**config.mk**
```make
export PLATFORM = sky130hd
export DESIGN_NAME = play_input_ctrl
export DESIGN_NICKNAME = d
export VERILOG_FILES = /design/src/rtl/play_input_ctrl.sv
export SDC_FILE = /design/constraint.sdc
export NUM_CORES = 1
export LEC_CHECK = 0
export BUFFER_PORTS_ARGS = -buffer_cell sky130_fd_sc_hd__buf_4
export CAP_MARGIN = 40
export CORE_UTILIZATION = 33
export DETAILED_ROUTE_END_ITERATION = 10
export PLACE_DENSITY_LB_ADDON = 0.15
export RECOVER_POWER = 100
export SETUP_SLACK_MARGIN = 0.2
export SYNTH_ARGS = -nofsm -noshare
export SYNTH_HDL_FRONTEND = slang
export SYNTH_SLANG_ARGS = --single-unit
```
**constraint.sdc**
```tcl
create_clock -name clk -period 3.9 [get_ports clk]
set_input_delay 0.78 -clock clk [delete_from_list [all_inputs] [get_ports clk]]
set_output_delay 0.78 -clock clk [all_outputs]
set_load 0.005 [all_outputs]
```
**src/rtl/play_input_ctrl.sv**
```systemverilog
// play_input_ctrl: turns raw per-player buttons into the single-cycle
// play_valid / play_action / turn handshake consumed by the game core while
// it is in the PLAY phase. Buttons are synchronised and debounced. Only the
// active player's rising edges are accepted. An idle active player gets an
// automatic WAIT after TIMEOUT_CYCLES cycles in ARM.
module play_input_ctrl #(
  parameter int DEBOUNCE_CYCLES = 4,
  parameter int DB_W            = 3,
  parameter int TIMEOUT_CYCLES  = 1000,
  parameter int TO_W            = 10
) (
  input  logic       clk,
  input  logic       rst,
  input  logic       phase,
  input  logic [1:0] winner,
  input  logic [4:0] p1_btn,
  input  logic [4:0] p2_btn,
  output logic       turn,
  output logic       play_valid,
  output logic [2:0] play_action,
  output logic       timeout_flag,
  output logic       err_multi_press
);

  localparam logic [DB_W-1:0] DB_LAST = DB_W'(DEBOUNCE_CYCLES - 1);
  localparam logic [TO_W-1:0] TO_LAST = TO_W'(TIMEOUT_CYCLES - 1);
  localparam logic [2:0]      ACT_WAIT = 3'd4;

  typedef enum logic [1:0] {
    IDLE  = 2'd0,
    ARM   = 2'd1,
    ISSUE = 2'd2
  } state_t;

  state_t          state, state_n;
  logic [9:0]      raw, s1, s2;
  logic [9:0]      db_level, db_level_d, press;
  logic [DB_W-1:0] db_cnt [10];
  logic [TO_W-1:0] to_cnt, to_cnt_n;
  logic [4:0]      active_ev;
  logic [2:0]      ev_count, ev_idx;
  logic            go;
  logic            turn_n, play_valid_n, timeout_flag_n, err_n;
  logic [2:0]      play_action_n;

  // P2 occupies the upper five bits so one event index maps to one action.
  assign raw = {p2_btn, p1_btn};

  // Two-flop synchroniser for every raw button bit.
  always_ff @(posedge clk or posedge rst) begin
    if (rst) begin
      s1 <= '0;
      s2 <= '0;
    end else begin
      s1 <= raw;
      s2 <= s1;
    end
  end

  // Per-bit debounce: a new level is adopted after it has been seen for
  // DEBOUNCE_CYCLES consecutive samples; db_level_d feeds edge detection.
  always_ff @(posedge clk or posedge rst) begin
    if (rst) begin
      db_level   <= '0;
      db_level_d <= '0;
      for (int i = 0; i < 10; i++) db_cnt[i] <= '0;
    end else begin
      db_level_d <= db_level;
      for (int i = 0; i < 10; i++) begin
        if (s2[i] == db_level[i]) begin
          db_cnt[i] <= '0;
        end else if (db_cnt[i] == DB_LAST) begin
          db_level[i] <= s2[i];
          db_cnt[i]   <= '0;
        end else begin
          db_cnt[i] <= db_cnt[i] + 1'b1;
        end
      end
    end
  end

  assign press     = db_level & ~db_level_d;
  assign active_ev = turn ? press[9:5] : press[4:0];
  assign go        = !phase && (winner == 2'b00);

  // Count the active player's press events and find the index of one of them.
  always_comb begin
    ev_count = '0;
    ev_idx   = '0;
    for (int i = 4; i >= 0; i--) begin
      if (active_ev[i]) begin
        ev_count = ev_count + 3'd1;
        ev_idx   = 3'(i);
      end
    end
  end

  // Next-state and next-output logic; a multi-press landing on the last idle
  // cycle holds the counter there so the auto-WAIT still fires next cycle.
  always_comb begin
    state_n        = state;
    to_cnt_n       = to_cnt;
    turn_n         = turn;
    play_valid_n   = 1'b0;
    play_action_n  = play_action;
    timeout_flag_n = 1'b0;
    err_n          = 1'b0;
    case (state)
      IDLE: begin
        to_cnt_n = '0;
        if (go) state_n = ARM;
      end
      ARM: begin
        if (!go) begin
          state_n  = IDLE;
          to_cnt_n = '0;
        end else if (ev_count == 3'd1) begin
          play_valid_n  = 1'b1;
          play_action_n = ev_idx;
          state_n       = ISSUE;
        end else if (ev_count >= 3'd2) begin
          err_n = 1'b1;
          if (to_cnt != TO_LAST) to_cnt_n = to_cnt + 1'b1;
        end else if (to_cnt == TO_LAST) begin
          play_valid_n   = 1'b1;
          play_action_n  = ACT_WAIT;
          timeout_flag_n = 1'b1;
          state_n        = ISSUE;
        end else begin
          to_cnt_n = to_cnt + 1'b1;
        end
      end
      ISSUE: begin
        turn_n   = ~turn;
        to_cnt_n = '0;
        state_n  = go ? ARM : IDLE;
      end
      default: begin
        state_n  = IDLE;
        to_cnt_n = '0;
      end
    endcase
  end

  // State, timeout counter and registered handshake outputs.
  always_ff @(posedge clk or posedge rst) begin
    if (rst) begin
      state           <= IDLE;
      to_cnt          <= '0;
      turn            <= 1'b0;
      play_valid      <= 1'b0;
      play_action     <= ACT_WAIT;
      timeout_flag    <= 1'b0;
      err_multi_press <= 1'b0;
    end else begin
      state           <= state_n;
      to_cnt          <= to_cnt_n;
      turn            <= turn_n;
      play_valid      <= play_valid_n;
      play_action     <= play_action_n;
      timeout_flag    <= timeout_flag_n;
      err_multi_press <= err_n;
    end
  end

endmodule

```
* Yosys cells after proc, flatten, opt, wreduce, memory -nomap -nowiden
Index checks and enable logic that the tools add are counted.
Cells by class: add/subtract/negate cells 15, multipliers 0, divide/modulo/power cells 0, $lt $le $gt $ge 1, equality and inequality tests 32, shift-type cells 0, multiplexer cells 59, bitwise logic cells 13, reduce and logical (&&, ||, !) cells 18
Operators by type and width (count):
- 3-bit two-way mux | 32
- 10-bit two-way mux | 6
- 3-bit by 1-bit adder with 3-bit output, second input constant | 14
- 3-bit by 2-bit equality test with 1-bit output, second input constant | 10
- 2-bit AND reduction | 10
- 4-bit != test, second input constant | 4
- 1-bit two-way mux | 14
- 1-bit NOT | 11
- 10-bit by 1-bit adder with 10-bit output, second input constant | 1
- 10-bit bitwise AND | 1
- 1-bit equality test | 10
- 10-bit equality test, second input constant | 1
- 2-bit two-way mux | 5
- 10-bit != test, second input constant | 1
- 10-bit NOT | 1
- 2-bit one-hot mux with 3 select lines | 1
- 3-bit AND reduction | 2
- 5-bit two-way mux | 1
- 2-bit logical NOT | 2
- 2-bit != test, second input constant | 2
- 4-bit AND reduction | 1
- 3-bit by 1-bit equality test with 1-bit output, second input constant | 1
- 3-bit by 2-bit >= comparator with 1-bit output, second input constant | 1
- 3-bit != test, second input constant | 1
- other kinds (5) | 5
Word-level totals: flip-flop bits (word level) 89, bits in latches 0, memory bits (writable) 0, ROM bits 0, input bits 15, output and inout bits 7, word-level logic and storage cells 168, memories kept 0

* Longest topological paths before layout
depth in word-level cells 17, gate-level depth with buffers 18, mapped depth without buffers 16

* Least setup slack after synthesis
No wires, ideal clock.
path kind reg2reg, start point reg turn, end point reg play_action[2], setup time 83 ps, arrival 3786 ps, data required time 3817 ps, path slack 30 ps, stages on the path, launching flop included 17, buffers on the path 2, clock period less this slack 3870 ps, cells stage by stage dfrtp_1 -> buf_6 -> o32ai_1 -> inv_1 -> ha_1 -> clkbuf_2 -> or3_1 -> nand2_1 -> ha_1 -> nor2_1 -> nor2_1 -> ha_1 -> a21oi_4 -> a31oi_2 -> a32oi_4 -> nand2_2 -> o32a_1
Between the ends: word-level cells in the longest chain between the ends 13, elaborated cells on any way between the ends 21, those cells by class 4 x add/sub; 1 x order compare; 2 x eq/ne; 12 x mux; 2 x reduce/logical
RTL lines:
- from (decl) | line 18 | output logic turn,
- from (signal assigned) | line 158 | turn <= turn_n;
- 5-bit two-way mux * | line 83 | assign active_ev = turn ? press[9:5] : press[4:0];
- 1-bit two-way mux | line 91 | if (active_ev[i]) begin
- 3-bit by 1-bit adder with 3-bit output | line 92 | ev_count = ev_count + 3'd1;
- 3-bit two-way mux | line 91
- 3-bit by 1-bit adder with 3-bit output | line 92
- 3-bit two-way mux | line 91
- 3-bit by 1-bit adder with 3-bit output | line 92
- 3-bit two-way mux | line 91
- 3-bit by 1-bit adder with 3-bit output | line 92
- 3-bit two-way mux | line 91
- 3-bit by 2-bit >= comparator with 1-bit output or 3-bit by 1-bit equality test with 1-bit output (tied branches) | line 121, 117
- 2-bit != test (no source line) or 2-bit nonzero test (tied branches)
- 4-bit AND reduction (no source line)
- to (signal assigned) | line 160 | play_action <= play_action_n;
- to (decl) | line 20 | output logic [2:0] play_action,
Every way passes the cells marked *; elsewhere a longest branch is shown, timed or not. A chain may end at the register's enable or synchronous reset.

* Worst setup path after layout
Same ends and word-level chain as after synthesis.

==> results.cfg <==
[floorplan]
core_um2 = 11500
rows = 39
dieArea_um2 = 12200
boundaryPins = 22
die_w_um = 110
start_util_pct = 33.9
die_h_um = 110

[critical_path]
critPathLaunchType = flop
cp_common_cell = ha_1
cpMaxStageDelayCell = dfrtp_1
cp_slowest_stage_delay_ps = 450
worstPathArrival_ps = 3850
timing.rr.start = turn
worstPathMaxFanout = 5
worstSetupPathType = flop to flop
crit_chain = o32ai_4 -> inv_2 -> ha_1 -> or3_4 -> nand2_1 -> ha_1 -> nor2_1 -> nor2_1 -> ha_1 -> a21oi_4 -> o21ai_1 -> a32oi_4 -> nand2_2 -> o32a_1
cp.required_ps = 4170
timing.rr.end = play_action[2]
reg2reg_depth = 14
r2r_slack_ps = 320
critPathCaptureType = flop

[route]
wirelength_um = 6500
routedWlPerCell_um = 13.0
dr.pass1.iters = 4
ant_nets = 0
viasPerCell = 4.84
vias = 2416
drc = 0
drt_iter0_drc = 92

[logic_synthesis]
yosys.area.top_type = dfrtp_1
ys.flop_type = dfrtp_1
synth-edff-count = 0
ys_seq_area_share_pct = 57.4
yosys-top-cells-count = 88 x dfrtp_1, 25 x nand2_1, 19 x nor3b_1, 16 x ha_1, 13 x nor3_1
avgSynthCellArea_um2 = 12.4
synth.top_cell.area_share_pct = 56.7
synth-seq-cells = 89
synth_nets = 345
synth_cell_types = 54
ys_warn_count = 0
yosysMostFrequentCell = dfrtp_1
netlist_area_um2 = 3880
async_flop_share_pct = 100
syn_inst = 314
yosys-top-cells-area = dfrtp_1 57%, ha_1 5.2%, nor3b_1 3.7%, xnor2_1 2.7%, mux2_2 2.6%

[clock_network]
clk_latency_ps = 340
root_buffer = clkbuf_16
cts_sinks = 89
cts_max_level = 3
cts_hold_buffers = 0
clkTransAtPathRegs_ps = 70
clk_path_buf_depth = 2
cts_tree = done
cts_made_buffers = 9

[sta]
slew_headroom_pct = -17.8
grt_setup_unrepaired = no
clock.fmax_mhz = 279
timing.final.crit_share_pct = 91.9
finalSetupTns_ps = 0
maxSlewViolCount = 73
worst_slew_pin_slew_ps = 1770
finalClockSkew_ps = 9.07
final-setup-viol-count = 0
final-hold-violation-count = 0
period_needed_ps = 3580

[power_and_ir_drop]
ir_worst_vdd_mv = 0.414
power_frac_comb_pct = 40.3
p_leak_nw = 2.03
p_seq_share_pct = 36.3
intPower_mw = 2.25
powerDensity_nw_per_um2 = 763
clkPwrFrac_pct = 23.4
switching_share_pct = 35.7
power.switching_mw = 1.25

[status]
status = complete, but fails checks
violations = max-capacitance violations, max-slew violations

[worst_hold_path]
min_path_cells = 0
hold_end = s2[3]
worstHoldStart = s1[3]
min_path_type = flop to flop

[global_routing]
grt_pass1_vias = 2466
grt_max_degree = 39
grt-ovfl-total = 0
grt_usage_pct = 11.8
grt_pass1_wl_um = 11500
grt_antenna_before_repair = 0

[layout]
area_growth_syn_to_layout_pct = 18.1
design_area_um2 = 4590
num_antenna_cells = 0
drive_above_1_share_pct = 21.9
fin_nets = 382

[placement]
portBuffers = 21
placed_cell_area_um2 = 4260
place_congestion = 0.756
dp_hpwl_um = 4670

[job]
cap_violations = 2
-- logic make-up (layout without fill, tap and decap cells) --
family / count (synthesis) / after routing / synth area share (%)
buffers and inverters: 15 / 57 / 2.06
muxes: 17 / 17 / 4.67
DFF: 89 / 89 / 57.4
and+or+nand+nor: 121 / 121 / 18.6
xor gates and xnor gates: 13 / 13 / 3.29
AOI/OAI and AO/OA: 43 / 43 / 8.89
adders and majority gates: 16 / 16 / 5.15
-- area by class of cell --
type,instances,area (um^2)
repair buffers,31,238
clock inverters,6,47.5
fillers,1101,6880
flip-flops and latches,89,2230
inverters,10,38.8
clock buffers,10,239
well taps,143,179
multi-input cells,210,1620
-- per-layer routing --
layer / track usage (%) / part of all wire, % / vias up
met2: 18.4 / 47 / 26
met1: 15.3 / 49 / 1193
met5: 0 / 0 / -
met4: 4.53 / 1.5 / 0
li1: - / - / 1187
met3: 3.73 / 3.2 / 10
-- stage by stage --
stage / std cells / hold WS [ps] / utilization [%] / power (mW) / worst slack (ps)
after floorplan: 314 / 331 / - / 2.32 / 232
after global placement: 479 / 333 / 37.2 / 2.57 / 287
after detailed placement: 479 / 336 / 37.2 / 2.58 / 147
after CTS: 495 / 342 / 39.7 / 3.43 / 203
after global routing: 499 / 344 / 40.0 / 3.76 / 109
final: 499 / 340 / 40.0 / 3.50 / 316
-- power by group through the flow --
stage	combinational [mW]	clock, mW	sequential [mW]
floorplan	1.06	0	1.26
global route	1.56	0.887	1.30
detailed placement	1.29	0	1.30
CTS	1.30	0.852	1.28
global placement	1.28	0	1.29
finish	1.41	0.818	1.27
-- timing repair --
item	CTS	global route
setup buffers	0	4
setup endpoints to repair	5	13
pin swaps	1	4
gates resized for setup	1	7
-- worst max path at each step --
stage / startpoint / end / slack [ps]
finish: turn / play_action[2] / 320
global route: turn / to_cnt[7] / 110
CTS: turn / play_action[2] / 200
detailed placement: db_level[3] / to_cnt[9] / 150
global placement: turn / to_cnt[7] / 290
floorplan: turn / play_action[2] / 230
-- flip-flops by register name, indices dropped and copies added (netlist names), 2 cells and up --
name         count
db_cnt          30
db_level        10
db_level_d      10
s1              10
s2              10
to_cnt          10
play_action      3
state            2
-- worst max-delay path, delay by kind of cell, from the launching register on --
kind            cells  cell delay, ps
compound gates      5            1380
fa+ha+maj           3             860
buf+inv             1              70
flops               1             450
simple gates        5             750
-- cells in the final DEF (no fill, tap or decap), types with 2 or more instances in the layout --
cell type | synthesis | layout
nand3b_1 | 2 | 2
nand2_1 | 25 | 25
inv_1 | 10 | 8
a211oi_1 | 4 | 3
and3_1 | 5 | 5
and3b_1 | 3 | 3
nor4_1 | 2 | 2
nand2b_1 | 11 | 11
nor2b_1 | 11 | 11
o32ai_1 | 3 | 2
ha_1 | 16 | 16
nor3_1 | 13 | 12
nor3b_1 | 19 | 19
and3b_2 | 2 | 2
mux2i_1 | 8 | 8
clkbuf_16 | 0 | 9
inv_6 | 0 | 3
nand3_1 | 7 | 7
mux2_2 | 9 | 9
xnor2_1 | 12 | 12
clkbuf_1 | 1 | 2
nand4_1 | 2 | 2
dfrtp_1 | 88 | 88
buf_4 | 0 | 11
nor2_1 | 8 | 8
o21ai_0 | 9 | 9
or2_2 | 2 | 2
a21oi_1 | 9 | 9
clkbuf_4 | 0 | 17
Note: power is estimated with default switching activity, not from simulation.
